==> config.mk <==
export PLATFORM = sky130hd
export DESIGN_NAME = apb_slave_rx_buffer_flat
export DESIGN_NICKNAME = d
export VERILOG_FILES = /design/src/rtl/apb_slave_rx_buffer_pkg.sv /design/src/rtl/apb_slave_rx_buffer_if.sv /design/src/rtl/apb_rx_fifo_ram.sv /design/src/rtl/apb_slave_rx_buffer.sv /design/src/flat_wrapper.sv
export SDC_FILE = /design/constraint.sdc
export NUM_CORES = 1
export LEC_CHECK = 0
export BUFFER_PORTS_ARGS = -buffer_cell sky130_fd_sc_hd__clkbuf_2
export CAP_MARGIN = 25
export CORE_MARGIN = 8
export CORE_UTILIZATION = 40
export DETAILED_ROUTE_END_ITERATION = 10
export PLACE_DENSITY = 0.53
export SLEW_MARGIN = 40
export SYNTH_ARGS = -nofsm -noshare
export SYNTH_HDL_FRONTEND = slang
export SYNTH_HIERARCHICAL = 1
export SYNTH_SLANG_ARGS = --single-unit
==> constraint.sdc <==
create_clock -name pclk -period 4.3 [get_ports pclk]
set_input_delay 0.43 -clock pclk [delete_from_list [all_inputs] [get_ports pclk]]
set_output_delay 0.43 -clock pclk [all_outputs]
set_load 0.05 [all_outputs]
==> src/rtl/apb_slave_rx_buffer_pkg.sv <==
// Constants and types shared between apb_interconnect and its per-slave rx buffers.
// Widths fixed at the interconnect defaults.
package apb_ic_pkg;

  localparam int DATA_WIDTH  = 32;
  localparam int NUM_SOURCES = 8;
  localparam int ADDR_WIDTH  = 32;

  typedef logic [DATA_WIDTH-1:0] data_t;
  typedef logic [NUM_SOURCES-1:0] src_mask_t;

endpackage

==> src/rtl/apb_slave_rx_buffer_if.sv <==
// Interconnect-side strobes/data plus the consumer valid/ready pop port.
// The master modport is the environment, the slave modport is the buffer.
interface apb_slave_rx_buffer_if;
  import apb_ic_pkg::*;

  data_t     slave_data;
  src_mask_t slave_valids;
  logic      brdcst_subscribe;
  data_t     rd_data;
  logic      rd_valid;
  logic      rd_ready;

  modport master (
    output slave_data, slave_valids, rd_ready,
    input  brdcst_subscribe, rd_data, rd_valid
  );

  modport slave (
    input  slave_data, slave_valids, rd_ready,
    output brdcst_subscribe, rd_data, rd_valid
  );
endinterface

==> src/rtl/apb_rx_fifo_ram.sv <==
// DEPTH x DATA_WIDTH storage for the rx buffer.
// Synchronous write, asynchronous read.
module apb_rx_fifo_ram
  import apb_ic_pkg::*;
#(
  parameter int DEPTH = 8,
  parameter int AW    = $clog2(DEPTH)
) (
  input  logic          pclk,
  input  logic          wr_en,
  input  logic [AW-1:0] wr_addr,
  input  data_t         wr_data,
  input  logic [AW-1:0] rd_addr,
  output data_t         rd_data
);

  data_t mem [DEPTH];

  always_ff @(posedge pclk) begin
    if (wr_en) mem[wr_addr] <= wr_data;
  end

  assign rd_data = mem[rd_addr];

endmodule

==> src/rtl/apb_slave_rx_buffer.sv <==
// Per-slave ingress FIFO absorbing interconnect strobes, with auto broadcast unsubscribe.
// Optional APB_RX_DROP_CNT_EN adds a saturating 16-bit dropped-word counter.
module apb_slave_rx_buffer
  import apb_ic_pkg::*;
#(
  parameter int SLAVE_ID = 0,
  parameter int DEPTH    = 8
) (
  input  logic                       pclk,
  input  logic                       reset,
  apb_slave_rx_buffer_if.slave       bus,
  input  logic                       brdcst_req,
  output logic [$clog2(DEPTH+1)-1:0] fill_level,
  input  logic                       ovf_clr,
  output logic                       overflow
`ifdef APB_RX_DROP_CNT_EN
  ,
  output logic [15:0]                drop_cnt
`endif
);

  localparam int AW = $clog2(DEPTH);
  localparam int FW = $clog2(DEPTH+1);

  logic [AW-1:0] wr_ptr;
  logic [AW-1:0] rd_ptr;
  logic [AW-1:0] rd_ptr_nxt;
  logic [FW-1:0] fill_nxt;
  logic          push;
  logic          pop;
  logic          full;
  logic          accept;
  logic          drop;
  data_t         ram_head;
  data_t         head_nxt;

  assign push   = bus.slave_valids[SLAVE_ID];
  assign full   = fill_level == FW'(DEPTH);
  assign pop    = bus.rd_valid & bus.rd_ready;
  assign accept = push & (~full | pop);
  assign drop   = push & full & ~pop;

  assign rd_ptr_nxt = rd_ptr + AW'(pop);
  assign fill_nxt   = fill_level + FW'(accept) - FW'(pop);

  assign bus.rd_valid = fill_level != '0;

  apb_rx_fifo_ram #(
    .DEPTH (DEPTH)
  ) u_ram (
    .pclk    (pclk),
    .wr_en   (accept),
    .wr_addr (wr_ptr),
    .wr_data (bus.slave_data),
    .rd_addr (rd_ptr_nxt),
    .rd_data (ram_head)
  );

  // A word written into an otherwise-empty queue becomes the head this edge.
  assign head_nxt = (accept && wr_ptr == rd_ptr_nxt) ?
                    bus.slave_data : ram_head;

  always_ff @(posedge pclk) begin
    if (!reset) begin
      wr_ptr               <= '0;
      rd_ptr               <= '0;
      fill_level           <= '0;
      bus.rd_data          <= '0;
      overflow             <= 1'b0;
      bus.brdcst_subscribe <= 1'b0;
    end else begin
      if (accept) wr_ptr <= wr_ptr + 1'b1;
      rd_ptr               <= rd_ptr_nxt;
      fill_level           <= fill_nxt;
      bus.rd_data          <= head_nxt;
      overflow             <= drop | (overflow & ~ovf_clr);
      bus.brdcst_subscribe <= brdcst_req &
                              (fill_nxt < FW'(DEPTH-1));
    end
  end

`ifdef APB_RX_DROP_CNT_EN
  always_ff @(posedge pclk) begin
    if (!reset) begin
      drop_cnt <= '0;
    end else if (ovf_clr) begin
      drop_cnt <= {15'd0, drop};
    end else if (drop && drop_cnt != 16'hFFFF) begin
      drop_cnt <= drop_cnt + 16'd1;
    end
  end
`endif

endmodule

==> src/flat_wrapper.sv <==
// flat-port wrapper written by rule: the top's interface ports become plain ports
module apb_slave_rx_buffer_flat import apb_ic_pkg::*;
#(
  parameter int SLAVE_ID = 0,
  parameter int DEPTH    = 8
)
  (pclk, reset, brdcst_req, fill_level, ovf_clr, overflow, bus_slave_data, bus_slave_valids, bus_rd_ready, bus_brdcst_subscribe, bus_rd_data, bus_rd_valid);
  apb_slave_rx_buffer_if bus_i ();
  input  logic pclk;
  input  logic reset;
  input  logic brdcst_req;
  output logic [$clog2(DEPTH+1)-1:0] fill_level;
  input  logic ovf_clr;
  output logic overflow;
  input wire logic [$bits(bus_i.slave_data)-1:0] bus_slave_data;
  input wire logic [$bits(bus_i.slave_valids)-1:0] bus_slave_valids;
  input wire logic [$bits(bus_i.rd_ready)-1:0] bus_rd_ready;
  output wire logic [$bits(bus_i.brdcst_subscribe)-1:0] bus_brdcst_subscribe;
  output wire logic [$bits(bus_i.rd_data)-1:0] bus_rd_data;
  output wire logic [$bits(bus_i.rd_valid)-1:0] bus_rd_valid;
  assign bus_i.slave_data = bus_slave_data;
  assign bus_i.slave_valids = bus_slave_valids;
  assign bus_i.rd_ready = bus_rd_ready;
  assign bus_brdcst_subscribe = bus_i.brdcst_subscribe;
  assign bus_rd_data = bus_i.rd_data;
  assign bus_rd_valid = bus_i.rd_valid;
  apb_slave_rx_buffer #(.SLAVE_ID(SLAVE_ID), .DEPTH(DEPTH)) u_core (.pclk(pclk), .reset(reset), .bus(bus_i), .brdcst_req(brdcst_req), .fill_level(fill_level), .ovf_clr(ovf_clr), .overflow(overflow));
endmodule
==> results.rst <==
.. list-table::
   :header-rows: 1

   * - Metric
     - Value
   * - Static leakage power
     - between 4 and 5 nW
   * - Critical path class
     - reg -> reg
   * - Average wire per standard cell
     - about 22 um
   * - Overall Power
     - ~9.2 mW
   * - Vias per std cell
     - 5.08
   * - Clock transition at the register clock pins on the worst setup and hold paths after CTS
     - roughly 50 ps
   * - Largest clock skew in the final design
     - ~14 ps
   * - Share of total power in combinational logic
     - between 30% and 40%
   * - Areal power density over the cells
     - between 600 and 700 nW/um2
   * - Setup crit end kind
     - flip-flop
   * - Transition time at the pin with the least slew margin
     - between 600 and 700 ps
   * - Floorplan die area
     - roughly 35000 um2
   * - Final setup violation count
     - 0
   * - Post-CTS Setup Bufs
     - 0
   * - Critical R2R Capture
     - u_core/bus.rd_data[28]$_SDFF_PN0_
   * - Core Box Area
     - ~29000 um2
   * - Number of global-route vias before repair
     - around 6300
   * - Maximum number of pins on one net before global-route repair
     - 47
   * - Cells on Worst Hold Path
     - 2
   * - Max Cap Viol
     - 0
   * - DRC viols
     - 0
   * - Cell type with the largest total area after synthesis
     - sky130_fd_sc_hd__edfxtp_1
   * - Count of boundary I/O pins
     - 84
   * - Total congestion overflow
     - 0
   * - Hold Startpoint
     - brdcst_req
   * - Worst r2r path cells
     - 9
   * - Setup tns final
     - 0 ps
   * - Instance count of the mapped netlist
     - between 500 and 600
   * - H-tree levels
     - 2
   * - Post-synthesis to final-layout area growth
     - 16.2%
   * - Required arrival time at the worst endpoint
     - around 4700 ps
   * - Buffers from clock root to sink, at most
     - 3
   * - Drt pass-1 iters
     - 4
   * - Clock network latency to the later pin of the worst-skew pair
     - about 500 ps
   * - Clock net sink count
     - 300
   * - Number of instances in the placed design
     - roughly 1000
   * - Average size of a mapped cell
     - ~20 um2
   * - Total of cells resized after clock tree synthesis
     - 0
   * - Number of synthesized register bits
     - 300
   * - Die Width
     - 188 um
   * - Site row count
     - between 60 and 70
   * - Half-perimeter wire length of the detailed placement result
     - approximately 13 mm
   * - End of the worst hold path
     - u_core/bus.brdcst_subscribe$_SDFF_PN0_
   * - Unrepaired setup endpoints after global routing
     - no
   * - Final layout net count
     - approximately 740
   * - Antenna diode count
     - 0
   * - Setup crit start kind
     - flip-flop
   * - Switching Share
     - 31.1%
   * - Relative slew slack
     - a little over half
   * - Via Count
     - ~5600
   * - CTS tree
     - built
   * - Iter 0 DRT Violations
     - approximately 290
   * - Unique masters post-synth
     - 36
   * - Largest fanout on the critical path
     - 26
   * - Antenna-violating nets left
     - 0
   * - Sequential share of the synthesized area
     - about 73%
   * - Initial antenna violation count
     - 1
   * - Count of warnings emitted by yosys
     - 6
   * - Routability-driven placement congestion ratio
     - 0.749
   * - Initial cell density of the core
     - 40.2%
   * - Cell Area, Synth
     - approximately 12000 um2
   * - R2R Path Start
     - u_core/fill_level[1]$_SDFF_PN0_
   * - Relative contribution of sequential cells to total power
     - 38.7%
   * - Switching pwr
     - between 2 and 3 mW
   * - Maximum frequency from static timing analysis
     - ~320 MHz
   * - Minimum clock period after layout
     - 3150 ps
   * - Outcome
     - finished, final reports clean
   * - Maximum vdd drop
     - about 0.49 mV
   * - Setup slack of the worst register-to-register path
     - roughly 1100 ps
   * - Clock network fraction of total power
     - roughly 28%
   * - Number of slew-limit violations in the final report
     - 0
   * - Root Buffer
     - sky130_fd_sc_hd__clkbuf_16
   * - Fraction of synthesized cell area taken by the top area cell type
     - about two thirds
   * - Fin crit share
     - 73.3%
   * - Share of cells above drive strength 1
     - between 20 and 30%
   * - Total detailed-routing wirelength
     - between 20 and 25 mm
   * - Signal arrival time at the worst endpoint
     - 3520 ps
   * - Global-route wire length before repair
     - 37.0 mm
   * - Synth Net Count
     - approximately 640
   * - Number of failing hold endpoints at the final stage
     - 0
   * - Total CTS buffers
     - 34
   * - Internal power of the cells
     - roughly 6.4 mW
   * - PortBufs
     - 76
   * - Die height
     - 188 um
   * - Non-Filler Instances
     - 1104
   * - Post-CTS Hold Buffers
     - 0
   * - Type of the worst min-delay path
     - in -> reg
   * - Top area cells in the synthesized netlist
     - sky130_fd_sc_hd__edfxtp_1, sky130_fd_sc_hd__mux4_1, sky130_fd_sc_hd__dfxtp_1
   * - GRT Overall Usage
     - a little over an eighth
-- cells in the mapped netlist --
| cell type | instances |
|---|---|
| sky130_fd_sc_hd__edfxtp_1 | 256 |
| sky130_fd_sc_hd__nand2_1 | 69 |
| sky130_fd_sc_hd__dfxtp_1 | 44 |
| sky130_fd_sc_hd__mux4_1 | 40 |
| sky130_fd_sc_hd__mux2i_1 | 33 |
| sky130_fd_sc_hd__mux2_2 | 32 |
| sky130_fd_sc_hd__mux4_2 | 24 |
| sky130_fd_sc_hd__clkbuf_1 | 9 |
| sky130_fd_sc_hd__buf_6 | 8 |
| sky130_fd_sc_hd__ha_1 | 8 |
| sky130_fd_sc_hd__inv_1 | 7 |
| sky130_fd_sc_hd__nor2_1 | 7 |
| sky130_fd_sc_hd__buf_2 | 6 |
| sky130_fd_sc_hd__and2_1 | 5 |
| sky130_fd_sc_hd__xnor2_1 | 5 |
| sky130_fd_sc_hd__buf_1 | 4 |
| sky130_fd_sc_hd__nand2b_1 | 4 |
| sky130_fd_sc_hd__buf_12 | 3 |
| sky130_fd_sc_hd__nor2b_1 | 3 |
| sky130_fd_sc_hd__a21boi_0 | 2 |
| sky130_fd_sc_hd__and4_1 | 2 |
| sky130_fd_sc_hd__nor3_1 | 2 |
| sky130_fd_sc_hd__a21bo_2 | 1 |
| sky130_fd_sc_hd__a21o_1 | 1 |
| sky130_fd_sc_hd__a21oi_1 | 1 |
| sky130_fd_sc_hd__a31oi_4 | 1 |
| sky130_fd_sc_hd__and2_2 | 1 |
| sky130_fd_sc_hd__and3b_1 | 1 |
| sky130_fd_sc_hd__fa_1 | 1 |
| sky130_fd_sc_hd__nand2b_4 | 1 |
| sky130_fd_sc_hd__nand3_1 | 1 |
| sky130_fd_sc_hd__nand3b_1 | 1 |
| sky130_fd_sc_hd__nand4_1 | 1 |
| sky130_fd_sc_hd__o21a_1 | 1 |
| sky130_fd_sc_hd__xor2_1 | 1 |
| sky130_fd_sc_hd__xor2_2 | 1 |
-- logic make-up (layout without fill, tap and decap cells) --
logic type / count (synthesis) / in the layout / synth area share [%]
DFF: 300 / 300 / 72.6
muxes: 129 / 129 / 19.3
and+or+nand+nor: 98 / 98 / 3.70
buffers and inverters: 37 / 164 / 2.16
adders and majority gates: 9 / 9 / 1.02
AOI/OAI and AO/OA: 7 / 7 / 0.562
xor gates and xnor gates: 7 / 7 / 0.583
-- routing by layer --
metal / part of all wire (%) / track usage [%] / routed length [um]
met4: 1.7 / 3.55 / 401
met2: 51 / 23.8 / 12100
met3: 4.5 / 3.10 / 1080
met1: 43 / 16.9 / 10200
met5: 0.034 / 0 / 8
-- registers in the layout (all words and copies together), names as in the netlist --
signal                       count
u_core/u_ram/mem               256
u_core/bus.rd_data              32
u_core/fill_level                4
u_core/rd_ptr                    3
u_core/wr_ptr                    3
u_core/bus.brdcst_subscribe      1
u_core/overflow                  1
-- worst max path at each step --
stage | start | to
global placement | u_core/fill_level[1]$_SDFF_PN0_ | u_core/bus.rd_data[19]$_SDFF_PN0_
finish | u_core/fill_level[1]$_SDFF_PN0_ | u_core/bus.rd_data[28]$_SDFF_PN0_
floorplan | u_core/fill_level[2]$_SDFF_PN0_ | u_core/u_ram/mem[0][0]$_DFFE_PP_
global route | u_core/fill_level[1]$_SDFF_PN0_ | u_core/bus.rd_data[16]$_SDFF_PN0_
detailed placement | u_core/fill_level[1]$_SDFF_PN0_ | u_core/bus.rd_data[27]$_SDFF_PN0_
CTS | u_core/fill_level[1]$_SDFF_PN0_ | u_core/bus.rd_data[16]$_SDFF_PN0_
-- cell usage in the layout (no fill, tap or decap), types with 2 or more instances in the layout --
master	netlist	final
sky130_fd_sc_hd__and2_1	5	5
sky130_fd_sc_hd__clkbuf_2	0	75
sky130_fd_sc_hd__buf_4	0	21
sky130_fd_sc_hd__clkbuf_16	0	35
sky130_fd_sc_hd__clkbuf_8	0	3
sky130_fd_sc_hd__mux4_2	24	24
sky130_fd_sc_hd__a21boi_0	2	2
sky130_fd_sc_hd__xnor2_1	5	5
sky130_fd_sc_hd__inv_1	7	7
sky130_fd_sc_hd__mux2_2	32	32
sky130_fd_sc_hd__nor2_4	0	6
sky130_fd_sc_hd__mux4_1	40	40
sky130_fd_sc_hd__dfxtp_1	44	44
sky130_fd_sc_hd__mux2i_1	33	33
sky130_fd_sc_hd__nand2_1	69	69
sky130_fd_sc_hd__nor2b_1	3	3
sky130_fd_sc_hd__nand2b_1	4	4
sky130_fd_sc_hd__clkinv_1	0	5
sky130_fd_sc_hd__nor3_2	0	2
sky130_fd_sc_hd__ha_1	8	6
sky130_fd_sc_hd__clkinv_2	0	5
sky130_fd_sc_hd__clkbuf_1	9	10
sky130_fd_sc_hd__edfxtp_1	256	256
-- critical path, cell delays in order (launching register included) --
cell	delay, ps
sky130_fd_sc_hd__dfxtp_1	360
sky130_fd_sc_hd__nor2_1	320
sky130_fd_sc_hd__a21bo_2	210
sky130_fd_sc_hd__inv_1	60
sky130_fd_sc_hd__ha_4	580
sky130_fd_sc_hd__buf_4	450
sky130_fd_sc_hd__mux4_1	610
sky130_fd_sc_hd__mux2_2	280
sky130_fd_sc_hd__nand2_1	70
sky130_fd_sc_hd__mux2i_1	70
-- power by group through the flow --
stage	Combinational [mW]	Sequential (mW)	Clock [mW]
after floorplan	2.06	4.13	0
after global placement	3.09	3.62	0
after detailed placement	3.11	3.64	0
after CTS	3.12	3.58	2.69
after global routing	3.29	3.60	2.80
final	3.05	3.58	2.62
-- through the flow --
stage	hold slack (ps)	area [um2]	utilization, %	worst slack (ps)
3_3_place_gp	481	12700	43.3	1080
5_1_grt	200	13700	46.7	884
4_1_cts	185	13700	46.7	1080
6_report	208	13700	46.7	1150
2_1_floorplan	529	11800	-	71.0
3_5_place_dp	489	12700	43.3	1080
-- area by class of cell --
type,instances,area (um2)
multi-input combinational,250,3060
timing repair buffer,97,553
clock buffer,48,955
inverter,7,26.3
sequential,300,8570
clock inverter,12,60.1
tap,390,488
fill,2530,15600
No activity file was read; power rests on OpenSTA's default activity.
